## src/rtl/imem_server_pkg.sv

```systemverilog
// Shared types and constants for the instruction-memory server.
package imem_server_pkg;

    typedef enum logic [1:0] {
        StIdle = 2'd0,
        StLoad = 2'd1,
        StRun  = 2'd2,
        StHalt = 2'd3
    } state_e;

    localparam logic [31:0] HALT_WORD_DEFAULT = 32'hFC00_0000;
    localparam logic [31:0] NOP               = 32'h0000_0000;

endpackage

```

## src/rtl/imem_array.sv

```systemverilog
// Program storage: synchronous write, combinational read, contents never reset.
module imem_array #(
    parameter int unsigned DEPTH = 64,
    parameter int unsigned AW    = $clog2(DEPTH)
) (
    input  logic          i_clk,
    input  logic          i_we,
    input  logic [AW-1:0] i_waddr,
    input  logic [31:0]   i_wdata,
    input  logic [AW-1:0] i_raddr,
    output logic [31:0]   o_rdata
);

    logic [31:0] r_mem [DEPTH];

    always_ff @(posedge i_clk) begin
        if (i_we) begin
            r_mem[i_waddr] <= i_wdata;
        end
    end

    assign o_rdata = r_mem[i_raddr];

endmodule

```

## src/rtl/imem_server.sv

```systemverilog
// Loads a program over a valid/ready stream, then serves combinational fetches to a CPU
// until a halt word, the cycle watchdog, or a reset ends the run.
module imem_server
    import imem_server_pkg::*;
#(
    parameter int unsigned DEPTH      = 64,
    parameter logic [31:0] HALT_WORD  = HALT_WORD_DEFAULT,
    parameter logic [15:0] MAX_CYCLES = 16'hFFFF,
    localparam int unsigned AW        = $clog2(DEPTH)
) (
    input  logic          i_clk,
    input  logic          i_rst,
    input  logic          i_load_start,
    input  logic          i_ld_valid,
    input  logic [31:0]   i_ld_data,
    input  logic          i_ld_last,
    output logic          o_ld_ready,
    input  logic          i_run_start,
    input  logic [31:0]   i_pc,
    output logic [31:0]   o_inst,
    output logic          o_pc_en,
    output logic [1:0]    o_state,
    output logic [AW:0]   o_prog_len,
    output logic [15:0]   o_run_cycles,
    output logic          o_halted,
    output logic          o_load_err,
    output logic          o_fetch_err,
    output logic          o_timeout
);

    state_e        r_state;
    state_e        w_state_d;
    logic [AW-1:0] r_ptr;
    logic [AW:0]   r_prog_len;
    logic [15:0]   r_run_cycles;
    logic          r_halted, r_load_err, r_fetch_err, r_timeout;

    logic [AW-1:0] w_idx;
    logic [31:0]   w_rdata;
    logic [15:0]   w_run_cycles_inc;
    logic          w_unused_pc_lsb;
    logic          w_idle_like, w_start_load, w_start_run, w_accept, w_ptr_end;
    logic          w_run, w_oob, w_fetch_ok, w_halt_hit, w_timeout_hit;

    assign w_idx           = i_pc[AW+1:2];
    assign w_unused_pc_lsb = ^i_pc[1:0];
    assign w_oob           = |i_pc[31:AW+2];
    assign w_run           = (r_state == StRun);
    assign w_fetch_ok      = w_run && !w_oob && ({1'b0, w_idx} < r_prog_len);
    assign w_halt_hit      = w_fetch_ok && (w_rdata == HALT_WORD);

    assign w_idle_like  = (r_state == StIdle) || (r_state == StHalt);
    assign w_start_load = w_idle_like && i_load_start;
    assign w_start_run  = w_idle_like && !i_load_start && i_run_start;
    assign w_accept     = (r_state == StLoad) && i_ld_valid;
    assign w_ptr_end    = (r_ptr == AW'(DEPTH - 1));

    assign w_run_cycles_inc = (&r_run_cycles) ? r_run_cycles : r_run_cycles + 16'd1;
    assign w_timeout_hit    = w_run && (w_run_cycles_inc == MAX_CYCLES);

    imem_array #(
        .DEPTH (DEPTH),
        .AW    (AW)
    ) u_imem_array (
        .i_clk   (i_clk),
        .i_we    (w_accept),
        .i_waddr (r_ptr),
        .i_wdata (i_ld_data),
        .i_raddr (w_idx),
        .o_rdata (w_rdata)
    );

    always_ff @(posedge i_clk or posedge i_rst) begin
        if (i_rst) begin
            r_state <= StIdle;
        end else begin
            r_state <= w_state_d;
        end
    end

    always_comb begin
        w_state_d = r_state;
        unique case (r_state)
            StIdle, StHalt: begin
                if (i_load_start)     w_state_d = StLoad;
                else if (i_run_start) w_state_d = StRun;
            end
            StLoad: if (w_accept && (i_ld_last || w_ptr_end)) w_state_d = StIdle;
            StRun:  if (w_halt_hit || w_timeout_hit)          w_state_d = StHalt;
            default: w_state_d = StIdle;
        endcase
    end

    always_comb begin
        o_ld_ready = (r_state == StLoad);
        o_pc_en    = w_run;
        o_inst     = (w_fetch_ok && !w_halt_hit) ? w_rdata : NOP;
    end

    always_ff @(posedge i_clk or posedge i_rst) begin
        if (i_rst) begin
            r_ptr        <= '0;
            r_prog_len   <= '0;
            r_run_cycles <= '0;
            r_halted     <= 1'b0;
            r_load_err   <= 1'b0;
            r_fetch_err  <= 1'b0;
            r_timeout    <= 1'b0;
        end else begin
            if (w_start_load) begin
                r_ptr      <= '0;
                r_prog_len <= '0;
                r_load_err <= 1'b0;
            end
            if (w_start_run) begin
                r_run_cycles <= '0;
                r_halted     <= 1'b0;
                r_fetch_err  <= 1'b0;
                r_timeout    <= 1'b0;
            end
            if (w_accept) begin
                r_prog_len <= r_prog_len + (AW+1)'(1);
                // The pointer parks at the last slot rather than wrapping onto word 0.
                if (!w_ptr_end) r_ptr <= r_ptr + AW'(1);
                if (w_ptr_end && !i_ld_last) r_load_err <= 1'b1;
            end
            if (w_run) begin
                r_run_cycles <= w_run_cycles_inc;
                if (w_oob)         r_fetch_err <= 1'b1;
                if (w_halt_hit)    r_halted    <= 1'b1;
                if (w_timeout_hit) r_timeout   <= 1'b1;
            end
        end
    end

    assign o_state      = r_state;
    assign o_prog_len   = r_prog_len;
    assign o_run_cycles = r_run_cycles;
    assign o_halted     = r_halted;
    assign o_load_err   = r_load_err;
    assign o_fetch_err  = r_fetch_err;
    assign o_timeout    = r_timeout;

endmodule

```

## config.mk

```make
export PLATFORM = sky130hd
export DESIGN_NAME = imem_server
export DESIGN_NICKNAME = d
export VERILOG_FILES = /design/src/rtl/imem_server_pkg.sv /design/src/rtl/imem_array.sv /design/src/rtl/imem_server.sv
export SDC_FILE = /design/constraint.sdc
export NUM_CORES = 2
export LEC_CHECK = 0
export BUFFER_PORTS_ARGS = -buffer_cell sky130_fd_sc_hd__buf_2
export CAP_MARGIN = 20
export CORE_ASPECT_RATIO = 0.6
export CORE_MARGIN = 2
export CORE_UTILIZATION = 62
export CTS_CLUSTER_SIZE = 10
export DETAILED_ROUTE_END_ITERATION = 16
export PLACE_DENSITY_LB_ADDON = 0.25
export REMOVE_ABC_BUFFERS = 1
export SLEW_MARGIN = 20
export SYNTH_ARGS = -nofsm -noshare
export SYNTH_HDL_FRONTEND = slang
export SYNTH_HIERARCHICAL = 1
export SYNTH_SLANG_ARGS = --single-unit
```

## constraint.sdc

```tcl
create_clock -name i_clk -period 4.7 [get_ports i_clk]
set_input_delay 0.47 -clock i_clk [delete_from_list [all_inputs] [get_ports i_clk]]
set_output_delay 0.47 -clock i_clk [all_outputs]
set_load 0.02 [all_outputs]
```

==> metrics.md <==
| Metric | Value |
|---|---|
| Number of flops mapped to enable cells by yosys | `2,048` |
| CTS Buffer Depth | `3` |
| Vias | `42.6k` |
| Clk root buf | `clkbuf_16` |
| Post-synthesis instance total | `3,619` |
| Synth-to-Final Area Change | `15.7%` |
| PnR worst setup slack | `-0.252 ns` |
| CP required | `4.23 ns` |
| Routed len/inst | `36.8 um` |
| Worst-case reg-to-reg path depth | `15` |
| Setup WS pre-CTS | `-0.482 ns` |
| PortBufs | `130` |
| Share of layout cells above drive strength 1 | `34.4%` |
| Max cap viols | `0` |
| Minimum clock period | `4.95 ns` |
| # H-tree levels | `4` |
| Hold Vio Cnt, Final | `0` |
| Cell taking the most area after synthesis | `edfxtp_1` |
| Max incr delay on CP | `0.54 ns` |
| Hold Crit Class | `in -> reg` |
| Critical path launch point type | `input pin` |
| Die extent in x | `469 um` |
| Num Clock Sinks | `2,083` |
| DR vias/cell | `7.17` |
| Worst hold path depth | `5` |
| Crit path max-delay family | `buffers and inverters` |
| Total congestion overflow | `0` |
| Top cells by count, synth | `edfxtp_1, mux4_2, nor2_1, mux2i_1, o22ai_1` |
| Unrepaired setup endpoints after global routing | `yes` |
| Drc violations | `0` |
| Ports | `133` |
| Synth Flop Type | `edfxtp_1` |
| CP max FO | `16` |
| Violated checks | `setup timing` |
| Post-synthesis cell type count | `65` |
| Largest net degree at the start of global routing | `65` |
| Seq cells post-synth | `2,083` |
| DRT Pass-1 Iters | `5` |
| Post-synth ARST share | `1.68%` |
| TritonCTS clock tree | `built` |
| Levels on crit path | `18` |
| VDD IR-drop max | `0.406 mV` |
| Fmax | `202 MHz` |
| Yosys warnings | `6` |
| Cts bufs inserted | `226` |
| RD Place Congestion | `1.02` |
| CTS clk-pin slew, worst paths | `0.06 ns` |
| First-pass GRT wire length | `307,000 um` |
| Arrival time worst endpoint | `4.48 ns` |
| Sequential-to-total area share from yosys stat | `77.4%` |
| Setup Viol. Count Final | `32` |
| TNS Setup | `-6.63 ns` |
| Clk_lat worst skew | `0.83 ns` |
| Core area | `129,000 um^2` |
| Final Power | `0.0390 W` |
| Vias in the first global route | `41.7k` |
| # rows | `102` |
| Nets | `4,262` |
| Worst Tran Pin Value | `1.02 ns` |
| CP Cell Sequence | `buf_12 -> buf_16 -> buf_12 -> buf_4 -> mux4_2 -> mux2i_1 -> a21oi_1 -> buf_4 -> a21oi_1 -> nor2_1 -> nor4_2 -> nand4_1 -> buf_6 -> nor4_4 -> buf_6 -> nor2_4 -> and2_1 -> buf_2` |
| Slowest cell on the critical path | `mux4_2` |
| Tot GR Track Use | `33.0%` |
| CP Buf/Inv Count | `8` |
| Count leader, synth | `edfxtp_1` |
| Iter 0 DRT Violations | `7,389` |
| Leakage | `30.1 nW` |
| Synth top area cells | `edfxtp_1, mux4_2, mux2i_1, dfrtp_1, nor2_1` |
| Initial antenna violation count | `6` |
| DIE AREA | `133,000 um^2` |
| Cell Area, Synth | `80,600 um^2` |
| Fin Clk Skew | `0.0448 ns` |
| Antenna-violating nets left | `0` |
| Slew Viols, Final | `0` |
| Status | `finished with violations` |
| Die height | `283 um` |
| PD cells | `418 nW/um^2` |
| Post-DP HPWL | `121,000 um` |
| Post-Syn Area per Cell | `22.3 um^2` |
| CP endpoint kind | `primary output` |
| Rel. slew slack | `32.0%` |
| Crit Path Class | `in -> out` |
| Top-area cell type share of the netlist area | `76.3%` |
| Final period util | `105%` |
| Starting Density | `62.5%` |
| Total Routed Length | `218,000 um` |
==> what timing repair did <==
action | CTS | global route
hold buffers | 3 | 0
cloned | 1 | 5
buffers inserted | 0 | 1
pin swaps | 2 | 4
resized for setup | 23 | 84
endpoints found under the setup margin | 32 | 32
hold endpoints to repair | 44 | 0
==> cell type report <==
cell class / count / area (um^2)
flip-flops and latches: 2083 / 62400
diodes: 3 / 7.51
clock buffers: 254 / 5800
fillers: 7077 / 35700
repair buffers: 529 / 4620
clock inverters: 14 / 239
inverters: 16 / 60.1
well taps: 1716 / 2150
multi-input cells: 1326 / 17900
==> flip-flops by register name, summed over array words and instances, names as in the netlist <==
register and flops:
o_state 2, u_imem_array/r_mem 2048, o_timeout 1, o_run_cycles 16, o_fetch_err 1, o_prog_len 7
o_halted 1, r_ptr 6, o_load_err 1
==> per-stage QoR <==
| stage | util (%) | instances | instance area, um^2 | hold slack, ns |
|---|---|---|---|---|
| after floorplan | - | 3423 | 79600 | 0.566 |
| final | 72.3 | 5941 | 93200 | 0.0678 |
| after global placement | 67.1 | 5659 | 86500 | 0.460 |
| after CTS | 71.9 | 5932 | 92700 | 0.0330 |
| after global routing | 72.3 | 5940 | 93200 | 0.0695 |
| after detailed placement | 67.1 | 5660 | 86500 | 0.464 |
==> cell families after synthesis <==
logic type | share of synthesized area (%)
compound gates | 2.20
simple gates | 2.42
xor+xnor | 0.0870
flops | 77.4
mux | 16.4
fa+ha+maj | 0.155
buf+inv | 1.29
==> path summary, 6_finish.rpt <==
kind | start | endpoint | slack, ns
max | i_pc[2] | o_inst[19] | -0.25
min | i_pc[19] | o_fetch_err | 0.07
max reg2reg | u_imem_array/r_mem[48][11] | o_state[0] | 0.67
min reg2reg | o_timeout | o_timeout | 0.48
max in group asynchronous | i_rst | o_run_cycles[9] | 4.04
min in group asynchronous | i_rst | o_timeout | 0.30
==> routing by layer <==
layer	global-route usage (%)	vias to the layer above	share of wire, %
li1	-	16400	-
met2	46.3	3503	44
met1	50.1	22300	38
met4	10.0	2	2.9
met3	11.0	367	15
met5	0	-	0.022
==> worst min-delay path, delay by kind of cell <==
family                 cells  cell delay (ns)
buffers and inverters      1             0.08
AOI/OAI and AO/OA          1             0.16
and+or+nand+nor            3             0.16
==> cells in the final DEF, fill, tap and decap left out, types with 5 or more instances in the layout <==
cell type / instances
edfxtp_1: 2048
mux4_2: 544
buf_4: 335
clkbuf_16: 231
buf_2: 106
mux2i_1: 96
nor2_1: 84
o22ai_1: 79
a21oi_1: 76
nor2_4: 65
nand2_1: 60
buf_12: 50
dfrtp_1: 35
o21ai_0: 34
nand3_1: 26
clkbuf_1: 26
o221ai_1: 26
buf_6: 24
and2_1: 20
and2_4: 17
inv_1: 16
nor2b_1: 15
nand4_1: 15
a22oi_1: 12
ha_1: 10
nor4_1: 9
and3_1: 8
nand2b_1: 8
nor3_1: 7
nand3b_1: 7
xnor2_1: 7
or3_1: 5
o22ai_2: 5
buf_16: 5
==> power by group <==
group          switching, W  internal, W  leakage, nW  total (W)
clock network       0.00677      0.00859         2.94     0.0154
logic               0.00180      0.00111         8.25    0.00291
registers          0.000162       0.0206         18.9     0.0207
Power figures use the tool's default switching activity.
